===== config.mk =====
export PLATFORM = sky130hd
export DESIGN_NAME = ctrl_ob_fill_flat
export DESIGN_NICKNAME = d
export VERILOG_FILES = /design/src/rtl/ctrl_ob_fill_pkg.sv /design/src/rtl/ctrl_ob_fill_if.sv /design/src/rtl/ctrl_ob_fill_side_cnt.sv /design/src/rtl/ctrl_ob_fill.sv /design/src/flat_wrapper.sv
export SDC_FILE = /design/constraint.sdc
export NUM_CORES = 1
export LEC_CHECK = 0
export CORE_ASPECT_RATIO = 1.25
export CORE_MARGIN = 5
export CORE_UTILIZATION = 40
export DETAILED_ROUTE_END_ITERATION = 10
export GPL_TIMING_DRIVEN = 0
export HOLD_SLACK_MARGIN = 0.1
export PLACE_DENSITY = 0.68
export SLEW_MARGIN = 25
export SYNTH_ARGS = -nofsm -noshare
export SYNTH_HDL_FRONTEND = slang
export SYNTH_SLANG_ARGS = --single-unit

===== constraint.sdc =====
create_clock -name clk -period 2.9 [get_ports clk]
set_input_delay 0.58 -clock clk [delete_from_list [all_inputs] [get_ports clk]]
set_output_delay 0.58 -clock clk [all_outputs]
set_load 0.005 [all_outputs]

===== src/rtl/ctrl_ob_fill_pkg.sv =====
// Shared state type, counter width and size check for the output-buffer fill controller.
`ifndef HW_LUT_PE_COLS
`define HW_LUT_PE_COLS 4
`endif
`ifndef HW_DSP_PE_COLS
`define HW_DSP_PE_COLS 2
`endif
`ifndef HW_BS_OUT_BUF_DEPTH
`define HW_BS_OUT_BUF_DEPTH 4
`endif
`ifndef HW_BP_OUT_BUF_DEPTH
`define HW_BP_OUT_BUF_DEPTH 3
`endif

package ob_fill_pkg;

    // 17 bits so a full 2^16-beat tile can be counted without wrapping
    localparam int CNT_W = 17;

    typedef enum logic [1:0] {
        ST_IDLE,
        ST_FILL,
        ST_HANDOFF,
        ST_DRAIN
    } fill_state_t;

    function automatic logic size_legal(input logic [15:0] size, input int depth);
        logic [CNT_W-1:0] limit;
        limit = CNT_W'(1) << depth;
        return (size != 16'd0) && ({1'b0, size} <= limit);
    endfunction

endpackage


===== src/rtl/ctrl_ob_fill_if.sv =====
// Bundle of execute, output-buffer write, writeback and error signals around ctrl_ob_fill.
interface ctrl_ob_fill_if #(
    parameter int BS_COLS          = `HW_LUT_PE_COLS,
    parameter int BP_COLS          = `HW_DSP_PE_COLS,
    parameter int BS_OUT_BUF_DEPTH = `HW_BS_OUT_BUF_DEPTH,
    parameter int BP_OUT_BUF_DEPTH = `HW_BP_OUT_BUF_DEPTH
);
    logic                                        ex_tile_start;
    logic [15:0]                                 bs_fill_times;
    logic [15:0]                                 bp_fill_times;
    logic                                        ex_ready;
    logic                                        bs_ex_valid;
    logic                                        bp_ex_valid;
    logic                                        bs_out_buf_wr_en;
    logic [BS_COLS-1:0][BS_OUT_BUF_DEPTH-1:0]    bs_out_buf_wr_addr;
    logic                                        bp_out_buf_wr_en;
    logic [BP_COLS-1:0][BP_OUT_BUF_DEPTH-1:0]    bp_out_buf_wr_addr;
    logic                                        wb_tile_start;
    logic [15:0]                                 bs_bw_out_times;
    logic [15:0]                                 bp_bw_out_times;
    logic                                        wb_tile_end;
    logic                                        ex_tile_done;
    logic                                        err_clr;
    logic                                        err_cfg;
    logic                                        err_overrun;

    modport master (
        output ex_tile_start, bs_fill_times, bp_fill_times,
        output bs_ex_valid, bp_ex_valid, wb_tile_end, err_clr,
        input  ex_ready, bs_out_buf_wr_en, bs_out_buf_wr_addr,
        input  bp_out_buf_wr_en, bp_out_buf_wr_addr, wb_tile_start,
        input  bs_bw_out_times, bp_bw_out_times, ex_tile_done,
        input  err_cfg, err_overrun
    );

    modport slave (
        input  ex_tile_start, bs_fill_times, bp_fill_times,
        input  bs_ex_valid, bp_ex_valid, wb_tile_end, err_clr,
        output ex_ready, bs_out_buf_wr_en, bs_out_buf_wr_addr,
        output bp_out_buf_wr_en, bp_out_buf_wr_addr, wb_tile_start,
        output bs_bw_out_times, bp_bw_out_times, ex_tile_done,
        output err_cfg, err_overrun
    );

endinterface


===== src/rtl/ctrl_ob_fill_side_cnt.sv =====
// One output-buffer side: beat counter, done flag, registered write strobe/address and overrun detect.
module ob_side_cnt
    import ob_fill_pkg::*;
#(
    parameter int COLS  = 4,
    parameter int DEPTH = 4
) (
    input  logic                         clk,
    input  logic                         rst_n,
    input  logic                         clear,
    input  logic                         fill_active,
    input  logic [15:0]                  size,
    input  logic                         valid,
    output logic                         wr_en,
    output logic [COLS-1:0][DEPTH-1:0]   wr_addr,
    output logic                         done,
    output logic                         done_now,
    output logic                         overrun
);

    logic [CNT_W-1:0] cnt;
    logic             accept;

    assign accept   = valid && fill_active && !done;
    assign done_now = accept && (cnt == ({1'b0, size} - CNT_W'(1)));
    assign overrun  = valid && !accept;

    // Strobe and address lag the accepted beat by one cycle, lining up with the delayed write data.
    always_ff @(posedge clk or negedge rst_n) begin
        if (!rst_n) begin
            cnt     <= '0;
            done    <= 1'b0;
            wr_en   <= 1'b0;
            wr_addr <= '0;
        end else begin
            wr_en <= accept;
            if (clear) begin
                cnt  <= '0;
                done <= 1'b0;
            end else if (accept) begin
                cnt     <= cnt + CNT_W'(1);
                wr_addr <= {COLS{cnt[DEPTH-1:0]}};
                if (done_now) begin
                    done <= 1'b1;
                end
            end
        end
    end

endmodule


===== src/rtl/ctrl_ob_fill.sv =====
// Write-side controller for the BS/BP output buffers: fills a tile, hands it to writeback, waits for release.
module ctrl_ob_fill
    import ob_fill_pkg::*;
#(
    parameter int BS_COLS          = `HW_LUT_PE_COLS,
    parameter int BP_COLS          = `HW_DSP_PE_COLS,
    parameter int BS_OUT_BUF_DEPTH = `HW_BS_OUT_BUF_DEPTH,
    parameter int BP_OUT_BUF_DEPTH = `HW_BP_OUT_BUF_DEPTH
) (
    input  logic         clk,
    input  logic         rst_n,
    ctrl_ob_fill_if.slave bus
);

    fill_state_t state;
    logic        ex_ready_q;
    logic        wb_start_q;
    logic [15:0] bs_times_q;
    logic [15:0] bp_times_q;
    logic        err_cfg_q;
    logic        err_overrun_q;

    logic        start_seen;
    logic        sizes_ok;
    logic        tile_clear;
    logic        start_bad;
    logic        fill_active;
    logic        both_done;
    logic        bs_done, bs_done_now, bs_overrun;
    logic        bp_done, bp_done_now, bp_overrun;

    assign start_seen  = (state == ST_IDLE) && ex_ready_q && bus.ex_tile_start;
    assign sizes_ok    = size_legal(bus.bs_fill_times, BS_OUT_BUF_DEPTH)
                      && size_legal(bus.bp_fill_times, BP_OUT_BUF_DEPTH);
    assign tile_clear  = start_seen && sizes_ok;
    assign start_bad   = start_seen && !sizes_ok;
    assign fill_active = (state == ST_FILL);
    assign both_done   = (bs_done || bs_done_now) && (bp_done || bp_done_now);

    ob_side_cnt #(
        .COLS  (BS_COLS),
        .DEPTH (BS_OUT_BUF_DEPTH)
    ) u_bs_side (
        .clk         (clk),
        .rst_n       (rst_n),
        .clear       (tile_clear),
        .fill_active (fill_active),
        .size        (bs_times_q),
        .valid       (bus.bs_ex_valid),
        .wr_en       (bus.bs_out_buf_wr_en),
        .wr_addr     (bus.bs_out_buf_wr_addr),
        .done        (bs_done),
        .done_now    (bs_done_now),
        .overrun     (bs_overrun)
    );

    ob_side_cnt #(
        .COLS  (BP_COLS),
        .DEPTH (BP_OUT_BUF_DEPTH)
    ) u_bp_side (
        .clk         (clk),
        .rst_n       (rst_n),
        .clear       (tile_clear),
        .fill_active (fill_active),
        .size        (bp_times_q),
        .valid       (bus.bp_ex_valid),
        .wr_en       (bus.bp_out_buf_wr_en),
        .wr_addr     (bus.bp_out_buf_wr_addr),
        .done        (bp_done),
        .done_now    (bp_done_now),
        .overrun     (bp_overrun)
    );

    // ex_ready stays low for the first cycle after reset and whenever a tile owns the buffers.
    always_ff @(posedge clk or negedge rst_n) begin
        if (!rst_n) begin
            state      <= ST_IDLE;
            ex_ready_q <= 1'b0;
            wb_start_q <= 1'b0;
            bs_times_q <= '0;
            bp_times_q <= '0;
        end else begin
            wb_start_q <= 1'b0;
            case (state)
                ST_IDLE: begin
                    ex_ready_q <= 1'b1;
                    if (tile_clear) begin
                        state      <= ST_FILL;
                        ex_ready_q <= 1'b0;
                        bs_times_q <= bus.bs_fill_times;
                        bp_times_q <= bus.bp_fill_times;
                    end
                end
                ST_FILL: begin
                    if (both_done) begin
                        state      <= ST_HANDOFF;
                        wb_start_q <= 1'b1;
                    end
                end
                ST_HANDOFF: begin
                    state <= ST_DRAIN;
                end
                ST_DRAIN: begin
                    if (bus.wb_tile_end) begin
                        state      <= ST_IDLE;
                        ex_ready_q <= 1'b1;
                    end
                end
                default: begin
                    state      <= ST_IDLE;
                    ex_ready_q <= 1'b0;
                end
            endcase
        end
    end

    // A fresh error in the same cycle as err_clr keeps the flag set.
    always_ff @(posedge clk or negedge rst_n) begin
        if (!rst_n) begin
            err_cfg_q     <= 1'b0;
            err_overrun_q <= 1'b0;
        end else begin
            if (start_bad) begin
                err_cfg_q <= 1'b1;
            end else if (bus.err_clr) begin
                err_cfg_q <= 1'b0;
            end
            if (bs_overrun || bp_overrun) begin
                err_overrun_q <= 1'b1;
            end else if (bus.err_clr) begin
                err_overrun_q <= 1'b0;
            end
        end
    end

    assign bus.ex_ready        = ex_ready_q;
    assign bus.wb_tile_start   = wb_start_q;
    assign bus.bs_bw_out_times = bs_times_q;
    assign bus.bp_bw_out_times = bp_times_q;
    assign bus.ex_tile_done    = (state == ST_DRAIN) && bus.wb_tile_end;
    assign bus.err_cfg         = err_cfg_q;
    assign bus.err_overrun     = err_overrun_q;

endmodule


===== src/flat_wrapper.sv =====
// flat-port wrapper written by rule: the top's interface ports become plain ports
module ctrl_ob_fill_flat import ob_fill_pkg::*;
#(
    parameter int BS_COLS          = `HW_LUT_PE_COLS,
    parameter int BP_COLS          = `HW_DSP_PE_COLS,
    parameter int BS_OUT_BUF_DEPTH = `HW_BS_OUT_BUF_DEPTH,
    parameter int BP_OUT_BUF_DEPTH = `HW_BP_OUT_BUF_DEPTH
)
  (clk, rst_n, bus_ex_tile_start, bus_bs_fill_times, bus_bp_fill_times, bus_bs_ex_valid, bus_bp_ex_valid, bus_wb_tile_end, bus_err_clr, bus_ex_ready, bus_bs_out_buf_wr_en, bus_bs_out_buf_wr_addr, bus_bp_out_buf_wr_en, bus_bp_out_buf_wr_addr, bus_wb_tile_start, bus_bs_bw_out_times, bus_bp_bw_out_times, bus_ex_tile_done, bus_err_cfg, bus_err_overrun);
  ctrl_ob_fill_if #(.BS_COLS(BS_COLS), .BP_COLS(BP_COLS), .BS_OUT_BUF_DEPTH(BS_OUT_BUF_DEPTH), .BP_OUT_BUF_DEPTH(BP_OUT_BUF_DEPTH)) bus_i ();
  input  logic clk;
  input  logic rst_n;
  input wire logic [$bits(bus_i.ex_tile_start)-1:0] bus_ex_tile_start;
  input wire logic [$bits(bus_i.bs_fill_times)-1:0] bus_bs_fill_times;
  input wire logic [$bits(bus_i.bp_fill_times)-1:0] bus_bp_fill_times;
  input wire logic [$bits(bus_i.bs_ex_valid)-1:0] bus_bs_ex_valid;
  input wire logic [$bits(bus_i.bp_ex_valid)-1:0] bus_bp_ex_valid;
  input wire logic [$bits(bus_i.wb_tile_end)-1:0] bus_wb_tile_end;
  input wire logic [$bits(bus_i.err_clr)-1:0] bus_err_clr;
  output wire logic [$bits(bus_i.ex_ready)-1:0] bus_ex_ready;
  output wire logic [$bits(bus_i.bs_out_buf_wr_en)-1:0] bus_bs_out_buf_wr_en;
  output wire logic [$bits(bus_i.bs_out_buf_wr_addr)-1:0] bus_bs_out_buf_wr_addr;
  output wire logic [$bits(bus_i.bp_out_buf_wr_en)-1:0] bus_bp_out_buf_wr_en;
  output wire logic [$bits(bus_i.bp_out_buf_wr_addr)-1:0] bus_bp_out_buf_wr_addr;
  output wire logic [$bits(bus_i.wb_tile_start)-1:0] bus_wb_tile_start;
  output wire logic [$bits(bus_i.bs_bw_out_times)-1:0] bus_bs_bw_out_times;
  output wire logic [$bits(bus_i.bp_bw_out_times)-1:0] bus_bp_bw_out_times;
  output wire logic [$bits(bus_i.ex_tile_done)-1:0] bus_ex_tile_done;
  output wire logic [$bits(bus_i.err_cfg)-1:0] bus_err_cfg;
  output wire logic [$bits(bus_i.err_overrun)-1:0] bus_err_overrun;
  assign bus_i.ex_tile_start = bus_ex_tile_start;
  assign bus_i.bs_fill_times = bus_bs_fill_times;
  assign bus_i.bp_fill_times = bus_bp_fill_times;
  assign bus_i.bs_ex_valid = bus_bs_ex_valid;
  assign bus_i.bp_ex_valid = bus_bp_ex_valid;
  assign bus_i.wb_tile_end = bus_wb_tile_end;
  assign bus_i.err_clr = bus_err_clr;
  assign bus_ex_ready = bus_i.ex_ready;
  assign bus_bs_out_buf_wr_en = bus_i.bs_out_buf_wr_en;
  assign bus_bs_out_buf_wr_addr = bus_i.bs_out_buf_wr_addr;
  assign bus_bp_out_buf_wr_en = bus_i.bp_out_buf_wr_en;
  assign bus_bp_out_buf_wr_addr = bus_i.bp_out_buf_wr_addr;
  assign bus_wb_tile_start = bus_i.wb_tile_start;
  assign bus_bs_bw_out_times = bus_i.bs_bw_out_times;
  assign bus_bp_bw_out_times = bus_i.bp_bw_out_times;
  assign bus_ex_tile_done = bus_i.ex_tile_done;
  assign bus_err_cfg = bus_i.err_cfg;
  assign bus_err_overrun = bus_i.err_overrun;
  ctrl_ob_fill #(.BS_COLS(BS_COLS), .BP_COLS(BP_COLS), .BS_OUT_BUF_DEPTH(BS_OUT_BUF_DEPTH), .BP_OUT_BUF_DEPTH(BP_OUT_BUF_DEPTH)) u_core (.clk(clk), .rst_n(rst_n), .bus(bus_i));
endmodule

======== After elaboration in Yosys (flattened, before gate mapping) ========
Index checks and enable logic that the tools add are counted.
word-level totals
  memory bits (read-only) ................. 0
  bits in latches ......................... 0
  output and inout bits ................... 61
  logic and storage cells ................. 94
  memory bits (writable) .................. 0
  register bits ........................... 83
  input bits .............................. 39
  memories ................................ 0
cells by class
  shift-type cells ........................ 0
  equality and inequality tests ........... 8
  div/mod/pow operators ................... 0
  bitwise operators ....................... 1
  add/subtract/negate cells ............... 4
  order comparisons ....................... 2
  multiplexer cells ....................... 22
  reductions and logical operators ........ 42
  $mul .................................... 0
operators by type and width
  cell                                                  count
  2-to-1 mux 17 bit                                     4
  adder 17 x 1 -> 17 bit, second input constant         2
  == test 17 bit                                        2
  subtractor 16 x 1 -> 17 bit, second input constant    2
  nonzero test 16 bit                                   2
  logical AND 1 bit                                     17
  <= comparator 16 x 4 -> 1 bit, second input constant  1
  <= comparator 16 x 5 -> 1 bit, second input constant  1
  nonzero test 2 bit                                    7
  2-to-1 mux 1 bit                                      13
  AND reduction 2 bit                                   6
  case mux 2 bit (4 select lines)                       1
  2-to-1 mux 2 bit                                      3
  logical NOT 1 bit                                     5
  == test 2 bit, second input constant                  2
  != test 2 x 1 -> 1 bit, second input constant         2
  logical OR 1 bit                                      3
  AND reduction 3 bit                                   1
  == test 2 x 1 -> 1 bit, second input constant         1
  logical NOT 2 bit                                     1
  != test 2 bit, second input constant                  1
  case mux 1 bit (2 select lines)                       1
  inverter 1 bit                                        1

======== Longest topological paths before layout ========
  word-level depth ........................ 8
  gate-level depth with buffers ........... 11
  mapped depth without buffers ............ 10

======== Cells and area by module ========
From an unflattened synthesis, not the netlist that was laid out.
second synthesis, totals
  cells, all modules ...................... 493
  area total of the unflattened synthesis .. 4,944.7 um^2
by module, submodules not included
  module                          sequential area each (um^2)  instances  cells an instance  area an instance (um^2)
  ob_side_cnt (u_core.u_bs_side)  575.6                        1          189                1,702.9
  ob_side_cnt (u_core.u_bp_side)  550.5                        1          185                1,681.6
  ctrl_ob_fill                    950.9                        1          119                1,560.2

======== Worst setup path after synthesis ========
OpenSTA, ideal clock, no wires.
  path kind ............................... flip-flop to flip-flop
  start ................................... register u_core.bs_times_q[0], in the netlist u_core.bus.bs_bw_out_times[0]
  end ..................................... register u_core.state[0]
  buffers on the path ..................... 0
  setup time .............................. 86 ps
  period minus slack after synthesis ...... 3,107 ps
  path slack .............................. -207 ps
  required time ........................... 2,814 ps
  cell stages (with the launch flop) ...... 11
  data arrival time ....................... 3,021 ps
  path through ............................ dfrtp_1 -> inv_1 -> ha_1 -> nor3b_1 -> nand3_1 -> xnor2_1 -> or4_1 -> a2111oi_0 -> a41oi_2 -> o211a_1 -> nor3_1
on the way
  cells in the longest elaborated chain, start to end .. 7
ends and longest elaborated chain
  element                                  line                         text
  start: declaration                       ctrl_ob_fill.sv:18           logic [15:0] bs_times_q;
  start signal: assignment                 ctrl_ob_fill.sv:90           bs_times_q <= bus.bs_fill_times;
  subtractor 16 x 1 -> 17 bit              ctrl_ob_fill_side_cnt.sv:25  assign done_now = accept && (cnt == ({1'b0, size} - CNT_W'(1)));
  == test 17 bit                           ctrl_ob_fill_side_cnt.sv:25
  logical AND 1 bit                        ctrl_ob_fill_side_cnt.sv:25
  logical OR 1 bit                         ctrl_ob_fill.sv:38           assign both_done = (bs_done || bs_done_now) && (bp_done || bp_done_now);
  logical AND 1 bit                        ctrl_ob_fill.sv:38
  != test 2 x 1 -> 1 bit (no source line)  --
  AND reduction 3 bit (no source line)     --
  end signal: assignment                   ctrl_ob_fill.sv:77           state <= ST_IDLE;
  end signal: assignment                   ctrl_ob_fill.sv:88           state <= ST_FILL;
  end signal: assignment                   ctrl_ob_fill.sv:96           state <= ST_HANDOFF;
  end: declaration                         ctrl_ob_fill.sv:15           fill_state_t state;
Every way passes these cells.
A chain may end at the register's enable or synchronous reset.

======== Worst setup path in the final report ========
  start ................................... register u_core.bs_times_q[1], in the netlist u_core.bus.bs_bw_out_times[1]
  end ..................................... register u_core.state[1]
The elaborated chain is that of the path after synthesis.

==> impl_metrics.csv <==
group,metric,value,unit
worst_setup_path,worstSetupStartpointType,"flip-flop",
clock_network,root_buffer,"clkbuf_16",
finish,fin_cells,776,
placed_design,placed_cells,744,
synth,async_flop_share,1.00,
worst_setup_path,crit_type,"reg2reg",
route,post_drt_via_cell_ratio,5.21,
synth,synth_area_leaders,"dfrtp_1 (44%), xnor2_1 (7.1%), xor2_1 (5.9%), nor2_1 (4.1%), nor2b_1 (3.0%)",
timing,fin_crit_sh,0.989,
power_and_ir_drop,swShare,0.291,
global_routing,grt_first_pass_wirelength,20.8,mm
synth,ys_ff_latch,83,
clock_network,cts_buffers,9,
global_routing,grt_pass1_vias,4201,
clock_network,clk_latency,340,ps
worst_setup_path,rrSetupSlack,30,ps
power_and_ir_drop,max-vdd-ir-drop,309,uV
floorplan,io_pins,100,
clock_network,htreeDepth,3,
global_routing,antenna_found_initial,2,
hold_path,min_path_type,"in2async",
finish,syn_to_final_growth,37.9,%
finish,regArea,2080,um^2
route,dr.pass1.iters,4,
global_routing,track_usage,0.184,
placed_design,hpwl,9.34,mm
timing,fin_crit,2870,ps
timing,finalSetupViolations,0,
route,first_iter_violations,157,
placed_design,place_area,5930,um^2
power_and_ir_drop,combPwrFrac,0.327,
route,ant_nets,0,
floorplan,floorplan.initialDensity,0.406,
power_and_ir_drop,seqPwrFrac,0.401,
synth,synth_edf_count,0,
finish,fill_cells,1010,
timing,max_freq,349,MHz
timing,relSlewSlack,0.492,
timing,final_hold_viol_count,0,
floorplan,core.rowCount,44,
synth,synth_warnings,0,
power_and_ir_drop,power.density,573,nW/um^2
placed_design,io_buffers,99,
synth,yosys.area.top_type,"dfrtp_1",
worst_setup_path,arrival,3080,ps
finish,nNetsFinal,658,
worst_setup_path,crit_path_end_kind,"flip-flop",
route,vias,4040,
run_status,status,"complete, no violations",
clock_network,tritoncts,"yes",
worst_setup_path,crit_fanout,4,
finish,drive_above_1_share,0.156,
floorplan,die_w,107,um
synth,synth.top_cell.area_share,0.440,
floorplan,core_area,11600,um^2
clock_network,cts_buffer_depth,2,
timing,setup_tns,0,ps
finish,final_area,6500,um^2
worst_setup_path,worstPathRequired,3110,ps
synth,synth_area_per_cell,9.77,um^2
timing,finalClockSkew,6.66,ps
clock_network,cts.reportedPaths.clkPinSlew,60,ps
synth,netlist_area,4720,um^2
floorplan,dieArea,14100,um^2
power_and_ir_drop,power.internal,2.64,mW
power_and_ir_drop,power_switching,1.09,mW
synth,synth_commonest_cells,"dfrtp_1 (83), nor2_1 (52), xnor2_1 (38)",
route,wirelength,12.6,mm
clock_network,clkSinkCount,83,
power_and_ir_drop,leakage,2.82,nW
synth,synth.most_common_cell,"dfrtp_1",
global_routing,grt_max_degree,44,
run,cap_viol_max_count,0,
synth,syn_inst,483,
timing,grt_setup_unrepaired,"yes",
synth,syn-num-nets,530,
floorplan,die_h,131,um
synth,synth.distinct_cells,52,
synth,ys_seq_area_frac,0.440,
route,wl_per_cell,16.2,um
finish,multi_input_area,2590,um^2
placed_design,routabilityCongestion,0.825,
timing,slew_violations,0,
power_and_ir_drop,fin_total_pwr,3.73,mW
global_routing,overflow,0,
timing,worstMarginPinSlew,755,ps
route,drc,0,
power_and_ir_drop,clockPowerShare,0.273,
synth,synthFlopType,"dfrtp_1",
[path summary, 6_finish.rpt]
kind / startpoint / cells past startpoint / endpoint
min in group clk: u_core.bus.err_cfg / 1 / u_core.bus.err_cfg
hold reg to reg: u_core.bus.err_cfg / 1 / u_core.bus.err_cfg
max in group asynchronous: rst_n / 2 / u_core.u_bs_side.wr_addr[13]
hold / removal: rst_n / 1 / u_core.bus.bp_bw_out_times[12]
setup reg to reg: u_core.bus.bs_bw_out_times[1] / 12 / u_core.state[1]
setup / recovery: u_core.bus.bs_bw_out_times[1] / 12 / u_core.state[1]
[layout by cell type (no fill, tap or decap), types with 3 or more instances in the layout]
cell             instances
nand4_1                  3
a21oi_1                 13
o21ai_0                 16
or4_4                    4
nand2b_1                 4
or3_1                    9
buf_4                   34
ha_1                     6
nand3b_1                 3
clkbuf_2                 4
dfrtp_1                 83
nor4b_1                  5
nor3_1                  10
nand2_1                 33
o211ai_1                 4
nor2b_1                 23
clkbuf_16                9
mux2i_1                  6
xor2_1                  32
xnor2_1                 38
clkbuf_4                 3
clkbuf_1                 6
a31oi_1                  4
and3_1                   9
nor4_4                   4
mux2_2                  12
nand3_1                 17
nor4_1                  11
nor2_1                  51
and4_1                   6
inv_1                   11
clkdlybuf4s50_1         98
[repair_timing]
item / 4_1_cts / 5_1_grt
setup buffers: 10 / 8
resized for setup: 28 / 16
setup endpoints to repair: 78 / 59
hold endpoints to repair: 0 / 0
pin swaps: 13 / 11
hold buffers: 0 / 0
[cells by family after synthesis]
kind of cell	Yosys count	share of synthesized area
flip-flops	83	0.440
AND/OR/NAND/NOR	208	0.237
multiplexers	18	0.0414
buffers and inverters	42	0.0477
AO/OA/AOI/OAI	54	0.0827
XOR/XNOR	70	0.130
adder cells (fa/ha/maj)	8	0.0212
[power by group through the flow]
stage          sequential (mW)  clock (mW)  combinational, mW
6_report                  1.49        1.02               1.22
3_5_place_dp              1.51           0               1.17
5_1_grt                   1.52        1.09               1.34
3_3_place_gp              1.50           0               1.14
2_1_floorplan             1.47           0              0.629
4_1_cts                   1.49        1.04               1.22
[layout make-up]
cell class / instances / area share
clock inverter: 2 / 0.00231
sequential: 83 / 0.319
inverter: 13 / 0.00750
multi-input combinational: 358 / 0.398
buffer: 28 / 0.0290
tap: 161 / 0.0310
timing repair buffer: 118 / 0.176
clock buffer: 12 / 0.0364
antenna: 1 / 0.000385
[critical path, cell delays in order, from the launching register on]
cell       delay (ps)
dfrtp_1           420
inv_2              90
ha_4              130
nor3b_4           230
buf_6             160
nand2_2            50
xnor2_1           140
or4_4             530
a2111oi_4         320
a41oi_2           220
buf_4             200
o211ai_1          160
nand3b_1          100
[state kept, by name, summed over array words and instances, names as in the netlist]
| signal | flops |
|---|---|
| u_core.bus.wb_tile_start | 1 |
| u_core.bus.err_overrun | 1 |
| u_core.u_bp_side.wr_addr | 3 |
| u_core.bus.err_cfg | 1 |
| u_core.u_bs_side.cnt | 17 |
| u_core.u_bs_side.wr_addr | 4 |
| u_core.u_bs_side.wr_en | 1 |
| u_core.u_bp_side.wr_en | 1 |
| u_core.u_bp_side.cnt | 17 |
| u_core.state | 2 |
| u_core.u_bp_side.done | 1 |
| u_core.bus.bs_bw_out_times | 16 |
| u_core.bus.ex_ready | 1 |
| u_core.bus.bp_bw_out_times | 16 |
| u_core.u_bs_side.done | 1 |
[routing by layer]
layer / routed length [um] / vias up / GRT usage
met5: 21 / - / 0
met3: 707 / 28 / 0.0515
met1: 5040 / 1976 / 0.218
met2: 6510 / 101 / 0.314
li1: - / 1931 / -
met4: 288 / 4 / 0.0682
[per-stage QoR]
stage | utilization | worst slack [ps] | hold slack [ps]
after floorplan | - | 18.8 | 284
after global placement | 0.509 | -1740 | 478
after detailed placement | 0.511 | -1070 | 485
after CTS | 0.549 | 2.07 | 245
after global routing | 0.560 | -169 | 277
final | 0.560 | 31.0 | 228
Note: power is estimated with default switching activity, not from simulation.
